<file path="config.mk">
export PLATFORM = sky130hd
export DESIGN_NAME = axi_req_gen
export DESIGN_NICKNAME = d
export VERILOG_FILES = /design/src/rtl/axi_req_gen.sv
export SDC_FILE = /design/constraint.sdc
export NUM_CORES = 1
export LEC_CHECK = 0
export BUFFER_PORTS_ARGS = -buffer_cell sky130_fd_sc_hd__buf_4
export CORE_AREA = 2 2 80 82
export CTS_CLUSTER_DIAMETER = 40
export DETAILED_ROUTE_END_ITERATION = 8
export DIE_AREA = 0 0 82 84
export HOLD_SLACK_MARGIN = 0.1
export PLACE_DENSITY = 0.92
export SYNTH_ARGS = -nofsm -noshare
export SYNTH_HDL_FRONTEND = slang
export SYNTH_SLANG_ARGS = --single-unit
</file>
<file path="constraint.sdc">
create_clock -name clk -period 10.6 [get_ports clk]
set_clock_uncertainty 0.2 [all_clocks]
set_input_delay 0.53 -clock clk [delete_from_list [all_inputs] [get_ports clk]]
set_output_delay 0.53 -clock clk [all_outputs]
set_load 0.005 [all_outputs]
</file>
<file path="src/rtl/axi_req_gen.sv">
// axi_req_gen: AXI4 master traffic generator.
// Writes NUM_REQ INCR bursts whose beats carry their own byte address, reads the same
// bursts back and counts every mismatching beat, error response and misplaced rlast.
// Optional stall watchdog is compiled in when AXI_REQ_GEN_TIMEOUT_EN is defined.
module axi_req_gen #(
  parameter int                    ADDR_WIDTH  = 32,
  parameter int                    DATA_WIDTH  = 32,
  parameter int                    ID_WIDTH    = 4,
  parameter int                    NUM_REQ     = 8,
  parameter int                    BURST_LEN   = 4,
  parameter logic [ADDR_WIDTH-1:0] BASE_ADDR   = '0,
  parameter int                    TIMEOUT_CYC = 1024
) (
  input  logic                    clk,
  input  logic                    rst_n,
  output logic [ID_WIDTH-1:0]     m_awid,
  output logic [ADDR_WIDTH-1:0]   m_awaddr,
  output logic [7:0]              m_awlen,
  output logic [2:0]              m_awsize,
  output logic [1:0]              m_awburst,
  output logic                    m_awvalid,
  input  logic                    m_awready,
  output logic [DATA_WIDTH-1:0]   m_wdata,
  output logic [DATA_WIDTH/8-1:0] m_wstrb,
  output logic                    m_wlast,
  output logic                    m_wvalid,
  input  logic                    m_wready,
  input  logic [ID_WIDTH-1:0]     m_bid,
  input  logic [1:0]              m_bresp,
  input  logic                    m_bvalid,
  output logic                    m_bready,
  output logic [ID_WIDTH-1:0]     m_arid,
  output logic [ADDR_WIDTH-1:0]   m_araddr,
  output logic [7:0]              m_arlen,
  output logic [2:0]              m_arsize,
  output logic [1:0]              m_arburst,
  output logic                    m_arvalid,
  input  logic                    m_arready,
  input  logic [ID_WIDTH-1:0]     m_rid,
  input  logic [DATA_WIDTH-1:0]   m_rdata,
  input  logic [1:0]              m_rresp,
  input  logic                    m_rlast,
  input  logic                    m_rvalid,
  output logic                    m_rready,
  output logic                    req_finish,
  output logic [15:0]             err_cnt,
  output logic                    timeout_err
);

  localparam int BYTES = DATA_WIDTH / 8;
  localparam logic [2:0] SIZE = 3'($clog2(BYTES));
  localparam int BW = (NUM_REQ > 1) ? $clog2(NUM_REQ) : 1;
  localparam int KW = (BURST_LEN > 1) ? $clog2(BURST_LEN) : 1;
  localparam logic [BW-1:0] LAST_BURST = BW'(NUM_REQ - 1);
  localparam logic [KW-1:0] LAST_BEAT = KW'(BURST_LEN - 1);
  localparam logic [ADDR_WIDTH-1:0] BURST_BYTES = ADDR_WIDTH'(BURST_LEN * BYTES);

  localparam logic [2:0] S_IDLE = 3'd0;
  localparam logic [2:0] S_AW   = 3'd1;
  localparam logic [2:0] S_W    = 3'd2;
  localparam logic [2:0] S_B    = 3'd3;
  localparam logic [2:0] S_AR   = 3'd4;
  localparam logic [2:0] S_R    = 3'd5;
  localparam logic [2:0] S_DONE = 3'd6;

  logic [2:0]            r_state;
  logic [2:0]            w_state_next;
  logic [BW-1:0]         r_burst;
  logic [KW-1:0]         r_beat;
  logic [15:0]           r_err_cnt;
  logic [ADDR_WIDTH-1:0] w_burst_addr;
  logic [ADDR_WIDTH-1:0] w_beat_addr;
  logic [DATA_WIDTH-1:0] w_exp_data;
  logic w_hs_aw, w_hs_w, w_hs_b, w_hs_ar, w_hs_r;
  logic w_last_beat, w_last_burst, w_burst_done;
  logic w_e_b, w_e_data, w_e_resp, w_e_last, w_e_to, w_timeout;
  logic [2:0]            w_err_inc;
  logic [16:0]           w_err_sum;

  // Burst address and the address-derived beat data (payload only moves on handshakes)
  assign w_burst_addr = BASE_ADDR + ADDR_WIDTH'(r_burst) * BURST_BYTES;
  assign w_beat_addr  = w_burst_addr + (ADDR_WIDTH'(r_beat) << SIZE);
  assign w_exp_data   = DATA_WIDTH'(w_beat_addr);
  assign w_last_beat  = (r_beat == LAST_BEAT);
  assign w_last_burst = (r_burst == LAST_BURST);

  assign m_awid     = '0;
  assign m_awaddr   = w_burst_addr;
  assign m_awlen    = 8'(BURST_LEN - 1);
  assign m_awsize   = SIZE;
  assign m_awburst  = 2'b01;
  assign m_awvalid  = (r_state == S_AW);
  assign m_wdata    = w_exp_data;
  assign m_wstrb    = '1;
  assign m_wlast    = (r_state == S_W) && w_last_beat;
  assign m_wvalid   = (r_state == S_W);
  assign m_bready   = (r_state == S_B);
  assign m_arid     = '0;
  assign m_araddr   = w_burst_addr;
  assign m_arlen    = 8'(BURST_LEN - 1);
  assign m_arsize   = SIZE;
  assign m_arburst  = 2'b01;
  assign m_arvalid  = (r_state == S_AR);
  assign m_rready   = (r_state == S_R);
  assign req_finish = (r_state == S_DONE);
  assign err_cnt    = r_err_cnt;

  assign w_hs_aw = m_awvalid & m_awready;
  assign w_hs_w  = m_wvalid & m_wready;
  assign w_hs_b  = m_bready & m_bvalid;
  assign w_hs_ar = m_arvalid & m_arready;
  assign w_hs_r  = m_rready & m_rvalid;
  assign w_burst_done = w_hs_b | (w_hs_r & w_last_beat);

  // Per-beat error sources; several may hit the same beat and are summed
  assign w_e_b    = w_hs_b & (m_bresp != 2'b00);
  assign w_e_data = w_hs_r & (m_rdata != w_exp_data);
  assign w_e_resp = w_hs_r & (m_rresp != 2'b00);
  assign w_e_last = w_hs_r & (m_rlast != w_last_beat);
  assign w_err_inc = 3'(w_e_b) + 3'(w_e_data) + 3'(w_e_resp) + 3'(w_e_last) + 3'(w_e_to);
  assign w_err_sum = {1'b0, r_err_cnt} + 17'(w_err_inc);

`ifdef AXI_REQ_GEN_TIMEOUT_EN
  localparam int WDW = $clog2(TIMEOUT_CYC + 1);
  logic [WDW-1:0] r_wdog;
  logic           r_timeout_err;
  logic           w_active;
  logic           w_unused;

  assign w_active    = (r_state == S_AW) || (r_state == S_W) || (r_state == S_B) ||
                       (r_state == S_AR) || (r_state == S_R);
  assign w_timeout   = w_active && (r_wdog == WDW'(TIMEOUT_CYC));
  assign w_e_to      = w_timeout;
  assign timeout_err = r_timeout_err;
  assign w_unused    = ^{m_bid, m_rid};

  // Watchdog: restarts on any progress, saturates at the limit, latches the fault
  always_ff @(posedge clk or negedge rst_n) begin
    if (!rst_n) begin
      r_wdog        <= '0;
      r_timeout_err <= 1'b0;
    end else begin
      if ((w_state_next != r_state) || w_hs_aw || w_hs_w || w_hs_b || w_hs_ar || w_hs_r)
        r_wdog <= '0;
      else if (r_wdog != WDW'(TIMEOUT_CYC))
        r_wdog <= r_wdog + WDW'(1);
      if (w_timeout)
        r_timeout_err <= 1'b1;
    end
  end
`else
  logic w_unused;
  assign w_timeout   = 1'b0;
  assign w_e_to      = 1'b0;
  assign timeout_err = 1'b0;
  assign w_unused    = ^{m_bid, m_rid, (TIMEOUT_CYC > 0)};
`endif

  // Sequencer: write phase (AW/W/B per burst), then read phase (AR/R per burst)
  always_comb begin
    w_state_next = r_state;
    case (r_state)
      S_IDLE: w_state_next = S_AW;
      S_AW:   if (w_hs_aw) w_state_next = S_W;
      S_W:    if (w_hs_w && w_last_beat) w_state_next = S_B;
      S_B:    if (w_hs_b) w_state_next = w_last_burst ? S_AR : S_AW;
      S_AR:   if (w_hs_ar) w_state_next = S_R;
      S_R:    if (w_hs_r && w_last_beat) w_state_next = w_last_burst ? S_DONE : S_AR;
      S_DONE: w_state_next = S_DONE;
      default: w_state_next = S_IDLE;
    endcase
    if (w_timeout)
      w_state_next = S_DONE;
  end

  // State, beat/burst counters and the saturating error counter
  always_ff @(posedge clk or negedge rst_n) begin
    if (!rst_n) begin
      r_state   <= S_IDLE;
      r_burst   <= '0;
      r_beat    <= '0;
      r_err_cnt <= '0;
    end else begin
      r_state <= w_state_next;
      if (w_hs_w || w_hs_r)
        r_beat <= w_last_beat ? '0 : r_beat + KW'(1);
      if (w_burst_done)
        r_burst <= w_last_burst ? '0 : r_burst + BW'(1);
      r_err_cnt <= w_err_sum[16] ? 16'hFFFF : w_err_sum[15:0];
    end
  end

endmodule

</file>
==> results by group <==
Placement
  • DP HPWL: 4.10 mm
  • RePlAce Congestion: 0.818
  • Placed inst area: 2610 sq um
  • PortBufs: 77

Timing
  • Final setup viols: 0
  • Fmax: 257 MHz
  • Unrepaired setup endpoints after global routing: no
  • Slew Limit Fails: 0
  • Min Tclk post-route: 3.88 ns
  • Slew @ Worst Pin: 0.519 ns
  • Final worst path period share: 36.6%
  • Endpoints failing hold: 0
  • TNS Setup: 0 ns
  • Slew HR: 65.3%

Synthesis
  • Area share of the largest cell type after synthesis: 39.7%
  • Cell area after synthesis: 2480 sq um
  • Seq/Total Area, Yosys: 24.2%
  • Most frequent cells after synthesis: buf_4 (131), dfrtp_1 (24), nand2_1 (20)
  • Post-synth EDFFs: 0
  • Cell count after synthesis: 289
  • Cell variety after synth: 33
  • Largest cells by area after synthesis: buf_4 (40%), dfrtp_1 (24%), nand2_1 (3.0%), xnor2_1 (2.8%), mux2_2 (2.7%)
  • Largest area contributor in the synthesized netlist: buf_4
  • Synth async-reset ratio: 100%
  • Most used DFF post-synth: dfrtp_1
  • Avg Inst Size Synth: 8.58 sq um
  • Most common cell in the synthesized netlist: buf_4
  • Register bit total from synthesis: 24
  • Synth Warn #: 0

Die
  • Row Count: 29
  • Initial Utilization: 40.7%
  • Die height: 84 um
  • Die width: 82 um
  • Boundary pin count: 210
  • Core Area: 6100 sq um
  • Die ar.: 6890 sq um

Layout
  • ANT cells: 0
  • Fraction of layout cells with a size suffix above 1: 25.4%
  • Register area: 601 sq um
  • Design Area, Final: 2690 sq um
  • Final nets: 418
  • P&R area growth vs syn: 8.48%
  • Filler Cells Inserted: 609
  • Multi-input logic area: 1310 sq um

Pwr
  • VDD IR-drop max: 0.0965 mV
  • Lkg Pwr: 1.50 nW
  • Pwr dens: 155 nW/um^2

Setup path
  • Worst EP arrival: 3.88 ns
  • Crit Path Max Fanout: 13
  • Required time worst endpoint: 10.59 ns
  • CP Class: flip-flop to flip-flop
  • Endpoint class of the critical path: flip-flop
  • Nature of the critical path startpoint: flip-flop

Route
  • Post-DRT Antenna Nets: 0
  • WL/cell: 11.3 um
  • Residual DRC count: 0
  • TritonRoute pass-1 iters: 4
  • Vias per cell: 4.04
  • Routed vias: 1,756
  • 1st-iter DRT viols: 36
  • Total Wirelength: 4.90 mm

Clock network
  • Clk Latency, worst-skew pair: 0.26 ns
  • CTS tree: yes
  • CTS buffer count: 3
  • Max H-tree Level: 1
  • CTS Buffer Depth: 2
  • Clock transition at path regs: 0.09 ns
  • CTS root buf: clkbuf_8
  • Number of clock sinks: 24

GRT
  • Grt met3 use: 2.71%
  • Antenna violations before repair: 0
  • Met2 Track Usage GR: 23.7%
  • GRT Overall Usage: 13.4%
  • Vias in the first global route: 1,514
  • First-pass GRT wire length: 7.24 mm
  • GRT Max-Usage Layer: met2
  • Remaining Overflow, GRT: 0
  • GR met1 Demand/Resource: 17.1%
  • Largest net degree at the start of global routing: 25

Job
  • Max-cap violations: 0

Min path
  • Min-Delay Path Class: flip-flop to flip-flop

Outcome
  • Status: complete, no violations
through the flow:
step	instances	util (%)	setup WS, ns	hold WS [ns]	total power, W
after global routing	435	44.1	6.46	0.408	0.000455
after detailed placement	430	42.8	6.70	0.251	0.000340
after CTS	435	44.1	6.68	0.386	0.000425
final	435	44.1	6.72	0.389	0.000417
after floorplan	411	-	7.27	0.0344	0.000293
after global placement	430	42.8	6.84	0.245	0.000331
cell families (layout without fill, tap and decap cells):
family	Yosys count	after routing	share of synthesized area [%]
xor gates and xnor gates	15	15	5.30
AOI/OAI and AO/OA	20	20	4.95
buffers and inverters	141	88	41.4
other	2	124	0.303
and+or+nand+nor	72	72	15.6
adders and majority gates	7	7	4.44
muxes	8	8	3.79
DFF	24	24	24.2
critical path, stage by stage, from the launching register on:
cell,delay [ns]
dfrtp_1,0.49
nor2b_1,0.19
and3_1,0.24
o21ai_0,0.15
fa_1,0.49
fa_1,0.47
inv_1,0.09
fa_1,0.25
nand4_1,0.27
nor3b_4,0.32
nand3_1,0.43
nand2_1,0.21
path summary, 6_finish.rpt:
| check | startpoint | slack, ns | cells past startpoint | end |
|---|---|---|---|---|
| max in group asynchronous | rst_n | 9.45 | 2 | r_burst[0]$_DFFE_PN0P_ |
| min reg2reg | err_cnt[14]$_DFF_PN0_ | 0.39 | 1 | err_cnt[14]$_DFF_PN0_ |
| max reg2reg | r_state[0]$_DFFE_PN0P_ | 6.72 | 11 | err_cnt[13]$_DFF_PN0_ |
| min | err_cnt[14]$_DFF_PN0_ | 0.39 | 1 | err_cnt[14]$_DFF_PN0_ |
| max | r_state[0]$_DFFE_PN0P_ | 6.72 | 11 | err_cnt[13]$_DFF_PN0_ |
| min in group asynchronous | rst_n | 0.51 | 2 | err_cnt[13]$_DFF_PN0_ |
flip-flops by register name, indices dropped and copies added (netlist names):
name,cells
err_cnt,16
r_beat,2
r_burst,3
r_state,3
what timing repair did:
action | 4_1_cts | 5_1_grt
buffers inserted | 0 | 0
endpoints found under the hold margin | 24 | 0
gates resized for setup | 0 | 0
hold buffers | 1 | 0
routing by layer:
metal	up-vias	routed length [um]
met1	827	1930
li1	831	-
met4	0	13
met3	2	366
met5	-	0
met2	96	2590
final cells by class:
class	instances	share of cell area, %
multi-input cells	246	48.7
flip-flops and latches	24	22.3
repair buffers	78	21.9
well taps	77	3.58
clock buffers	3	1.54
clock inverters	1	1.12
inverters	6	0.838
cell usage in the layout, fill, tap and decap left out, types with 5 or more instances in the layout:
cell and instances:
nor4_1 7, nand3_1 7, dfrtp_1 24, inv_1 6, nor2_1 12, nand2_1 20, conb_1 124, a21oi_1 5
o21ai_0 8, mux2_2 6, xor2_1 7, xnor2_1 8, and3_1 5, buf_4 77, nand2b_1 5
power breakdown:
group	switching (W)	internal, W	total [W]
logic	0.0000817	0.000102	0.000183
clock network	0.0000299	0.0000505	0.0000803
registers	0.0000387	0.000114	0.000153
Power figures use the tool's default switching activity.
